$ cat config.mk
export PLATFORM = sky130hd
export DESIGN_NAME = hilo_md_unit
export DESIGN_NICKNAME = d
export VERILOG_FILES = /design/src/rtl/hilo_md_unit.sv
export SDC_FILE = /design/constraint.sdc
export NUM_CORES = 2
export LEC_CHECK = 0
export ABC_AREA = 0
export CORE_MARGIN = 8
export CORE_UTILIZATION = 28
export CTS_CLUSTER_DIAMETER = 40
export CTS_CLUSTER_SIZE = 10
export DETAILED_ROUTE_END_ITERATION = 8
export GPL_TIMING_DRIVEN = 0
export PLACE_DENSITY = 0.47
export SLEW_MARGIN = 20
export SYNTH_ARGS = -nofsm -noshare
export SYNTH_HDL_FRONTEND = slang
export SYNTH_SLANG_ARGS = --single-unit
$ cat constraint.sdc
create_clock -name clk -period 12.1 [get_ports clk]
set_input_delay 2.42 -clock clk [delete_from_list [all_inputs] [get_ports clk]]
set_output_delay 2.42 -clock clk [all_outputs]
set_load 0.005 [all_outputs]
$ cat src/rtl/hilo_md_unit.sv
// HI/LO register pair with multiply/divide issue control for the EX stage.
// Multiplies and MTHI/MTLO commit in one cycle; divides stall until the divider reports ready.
module hilo_md_unit (
    input  logic        clk,
    input  logic        rst,
    input  logic        flush,
    input  logic        op_valid,
    input  logic [2:0]  op,
    input  logic [31:0] rs_data,
    input  logic [31:0] rt_data,
    output logic        stall_o,
    output logic        div_start_o,
    output logic        div_signed_o,
    output logic [31:0] div_op1_o,
    output logic [31:0] div_op2_o,
    output logic        div_annul_o,
    input  logic [63:0] div_result_i,
    input  logic        div_ready_i,
    output logic [31:0] hi_o,
    output logic [31:0] lo_o
);

    localparam logic [2:0] OP_MULT  = 3'd1;
    localparam logic [2:0] OP_MULTU = 3'd2;
    localparam logic [2:0] OP_DIV   = 3'd3;
    localparam logic [2:0] OP_DIVU  = 3'd4;
    localparam logic [2:0] OP_MTHI  = 3'd5;
    localparam logic [2:0] OP_MTLO  = 3'd6;

    typedef enum logic [1:0] {IDLE, BUSY, DONE} state_t;

    state_t      state;
    logic        is_div;
    logic        mul_signed;
    logic [63:0] mul_a;
    logic [63:0] mul_b;
    logic [63:0] product;

    // Extend both operands to 64 bits; the low 64 bits of the product are exact either way.
    always_comb begin
        is_div     = (op == OP_DIV) || (op == OP_DIVU);
        mul_signed = (op == OP_MULT);
        mul_a      = {{32{mul_signed & rs_data[31]}}, rs_data};
        mul_b      = {{32{mul_signed & rt_data[31]}}, rt_data};
        product    = mul_a * mul_b;
    end

    assign stall_o     = rst && !flush &&
                         (((state == IDLE) && op_valid && is_div) || (state == BUSY));
    assign div_annul_o = flush;

    always_ff @(posedge clk) begin
        if (!rst) begin
            state        <= IDLE;
            hi_o         <= '0;
            lo_o         <= '0;
            div_op1_o    <= '0;
            div_op2_o    <= '0;
            div_start_o  <= 1'b0;
            div_signed_o <= 1'b0;
        end else begin
            case (state)
                IDLE: begin
                    if (op_valid && !flush) begin
                        case (op)
                            OP_MULT, OP_MULTU: {hi_o, lo_o} <= product;
                            OP_DIV, OP_DIVU: begin
                                div_op1_o    <= rs_data;
                                div_op2_o    <= rt_data;
                                div_signed_o <= (op == OP_DIV);
                                div_start_o  <= 1'b1;
                                state        <= BUSY;
                            end
                            OP_MTHI: hi_o <= rs_data;
                            OP_MTLO: lo_o <= rs_data;
                            default: ;
                        endcase
                    end
                end
                BUSY: begin
                    if (flush) begin
                        div_start_o <= 1'b0;
                        state       <= IDLE;
                    end else if (div_ready_i) begin
                        hi_o        <= div_result_i[63:32];
                        lo_o        <= div_result_i[31:0];
                        div_start_o <= 1'b0;
                        state       <= DONE;
                    end
                end
                // One dead cycle so the still-present DIV in EX is not issued again.
                DONE:    state <= IDLE;
                default: state <= IDLE;
            endcase
        end
    end

endmodule

==> summary.md <==
| Metric | Value |
|---|---|
| First-pass GRT wire length | 274 mm |
| CTS Hold Buffers Added | 0 |
| Worst skew pair latency | 0.50 ns |
| Avg WL per Cell | 25.6 um |
| Share of cells above drive strength 1 | 2.56% |
| DRT iter0 DRCs | 3,140 |
| Hold-critical path depth | 2 |
| Mapped Area | 43,800 um2 |
| Commonest non-fill, non-tap cell in the layout | inv_1 |
| Multiplexer share of the synthesized area | 0.120% |
| Critical Path AT | 12.21 ns |
| Global route overflow | 0 |
| Post-Route WL | 188 mm |
| Die area | 169,000 um2 |
| Largest net degree at the start of global routing | 25 |
| Most frequent cells in the layout | inv_1 (1,149), fa_1 (1,123), nand2_1 (1,020) |
| Die W | 411 um |
| FILL cells | 16.7k |
| CP max stage delay | 0.64 ns |
| RR Endpoint | div_op1_o[4] |
| Vias | 35.9k |
| Post-route cell area | 49,300 um2 |
| Max transition margin | 13.1% |
| Register area share after synthesis | 6.03% |
| Adder-cell area share of the yosys netlist | 57.5% |
| Final setup violation count | 0 |
| Dpl ws | -1.69 ns |
| Final Hold Viols | 0 |
| Max cap viols | 0 |
| Root Driver | clkbuf_16 |
| DP Cell Count | 7,301 |
| Synthesized instance count | 5,027 |
| Compound-gate portion of the synthesized area | 6.47% |
| Layout area overhead | 12.7% |
| DP Area | 48,600 um2 |
| Simple-Gate Fraction of Synth Area | 15.6% |
| Hold EP | hi_o[16] |
| Final worst slack | 0.292 ns |
| Type of origin of the critical path | primary input |
| Largest family of logic cells by synthesized area | adder cells |
| Tmin final | 11.81 ns |
| Worst path most repeated cell | fa_1 |
| Achievable Freq | 84.7 MHz |
| Synth Net Count | 6,500 |
| I/O pin cnt | 268 |
| Vias in the first global route | 38.6k |
| Worst R2R Setup Slack | 9.13 ns |
| Non-filler cells, final | 7,356 |
| CTS Sinks | 132 |
| Clock transition at the registers of the reported paths | 0.08 ns |
| Initial antenna violation count | 31 |
| CP max FO | 10 |
| Total track usage | 22.3% |
| EDFF count, synth | 0 |
| Min-delay src | hi_o[16] |
| FF+latch count, synth | 132 |
| Worst Setup Path Type | in -> reg |
| Reg2Reg Launch Point | state[1] |
| CP Data Required Time | 12.50 ns |
| Initial Util | 28.1% |
| CP max-delay cell | fa_1 |
| Primary FF master, synth | dfxtp_1 |
| Fin Clk Skew | 0.0183 ns |
| NumNets Final | 6,743 |
| Slew at the pin closest to its max-slew limit | 1.30 ns |
| Worst min path class | reg -> reg |
| Total CTS buffers | 17 |
| Netlist cell types | 74 |
| Row count | 145 |
| Post-route ant nets | 0 |
| Port Buf Inserts | 214 |
| H-Tree Depth | 4 |
| Crit share post-route | 97.6% |
| Yosys warns | 0 |
| CTS tree | done |
| Synth Area in XOR/XNOR | 1.44% |
| TritonRoute pass-1 iters | 5 |
| Mean Syn Cell Area | 8.71 um2 |
| RSZ-0062 raised after global routing | no |
| R2R depth | 6 |
| Setup Total Neg Slack | 0 ns |
| Status | complete, no violations |
| CP endpoint kind | flop |
| Worst-case clock buffer depth | 2 |
| DP Wirelength | 158 mm |
| Core area | 156,000 um2 |
| Max Transition Viols Final | 0 |
| Vias per inst | 4.88 |
| DIE HEIGHT | 411 um |
| Placer Congestion | 0.939 |
| Synth async-reset ratio | 0% |
| Drt drc | 0 |
## cell usage after synthesis, types with 35 or more instances
cell      count  area (um2)
nor2_1       76         285
fa_1       1125       22500
o211ai_1     64         480
inv_1      1151        4320
nand2_1    1020        3830
and3_1       35         219
clkbuf_1    314        1180
xnor2_1      45         394
nand3_1      36         180
o21ai_0      71         355
and2_1      293        1830
a21oi_1     199         996
dfxtp_1     132        2640
ha_1        212        2650
## through the flow
stage,hold slack (ns),util (%)
detailed placement,0.430,31.2
finish,0.450,31.7
floorplan,0.435,-
CTS,0.440,31.6
global placement,0.429,31.1
global route,0.471,31.6
## worst max-delay path, delay by kind of cell
kind	cells	cell delay [ns]
adders and majority gates	9	4.71
xor gates and xnor gates	1	0.22
and+or+nand+nor	7	1.76
AOI/OAI and AO/OA	5	1.02
buffers and inverters	7	2.06
## layer usage
layer / GRT usage (%) / wire [um] / up-vias
met5: 0 / 20 / -
met2: 37.1 / 88500 / 1419
met4: 8.16 / 8230 / 2
met1: 29.5 / 77100 / 19000
li1: - / - / 15200
met3: 3.45 / 14100 / 297
## cells by family (layout without fill, tap and decap cells)
| kind of cell | count (synthesis) | after routing |
|---|---|---|
| flops | 132 | 132 |
| buf+inv | 1488 | 1744 |
| other cells | 0 | 15 |
| compound gates | 454 | 454 |
| xor+xnor | 72 | 72 |
| simple gates | 1539 | 1539 |
| mux | 5 | 5 |
| fa+ha+maj | 1337 | 1337 |
## cell type report
cell class | instances | area, um2 | area share, %
diodes | 15 | 37.5 | 0.0761
clock buffers | 18 | 439 | 0.890
repair buffers | 224 | 2230 | 4.53
multi-input cells | 3407 | 35600 | 72.1
plain buffers | 337 | 1340 | 2.71
flip-flops and latches | 132 | 2640 | 5.36
clock inverters | 14 | 183 | 0.370
inverters | 1151 | 4330 | 8.77
well taps | 2058 | 2570 | 5.22
## how the worst max path moves through the flow
stage	start	end	depth (start not counted)
floorplan	op[0]	hi_o[25]	32
global placement	op[0]	hi_o[25]	31
detailed placement	op[0]	hi_o[25]	31
CTS	op[0]	hi_o[25]	31
global route	op[0]	hi_o[27]	32
finish	op[0]	hi_o[30]	29
## sequential cells by signal, summed over array words and instances (netlist names)
name,flops
div_signed_o,1
hi_o,32
lo_o,32
div_op2_o,32
state,2
div_start_o,1
div_op1_o,32
## timing repair
action                                 CTS  global route
buffers inserted                         4             4
gates resized for setup                  7             6
endpoints found under the hold margin    0             0
cloned                                   0             0
setup endpoints to repair               11             7
pin swaps                                1             1
Power is left out: the tool's default activity adds up to more than one toggle a clock period on the data nets, which glitch-free logic cannot reach.
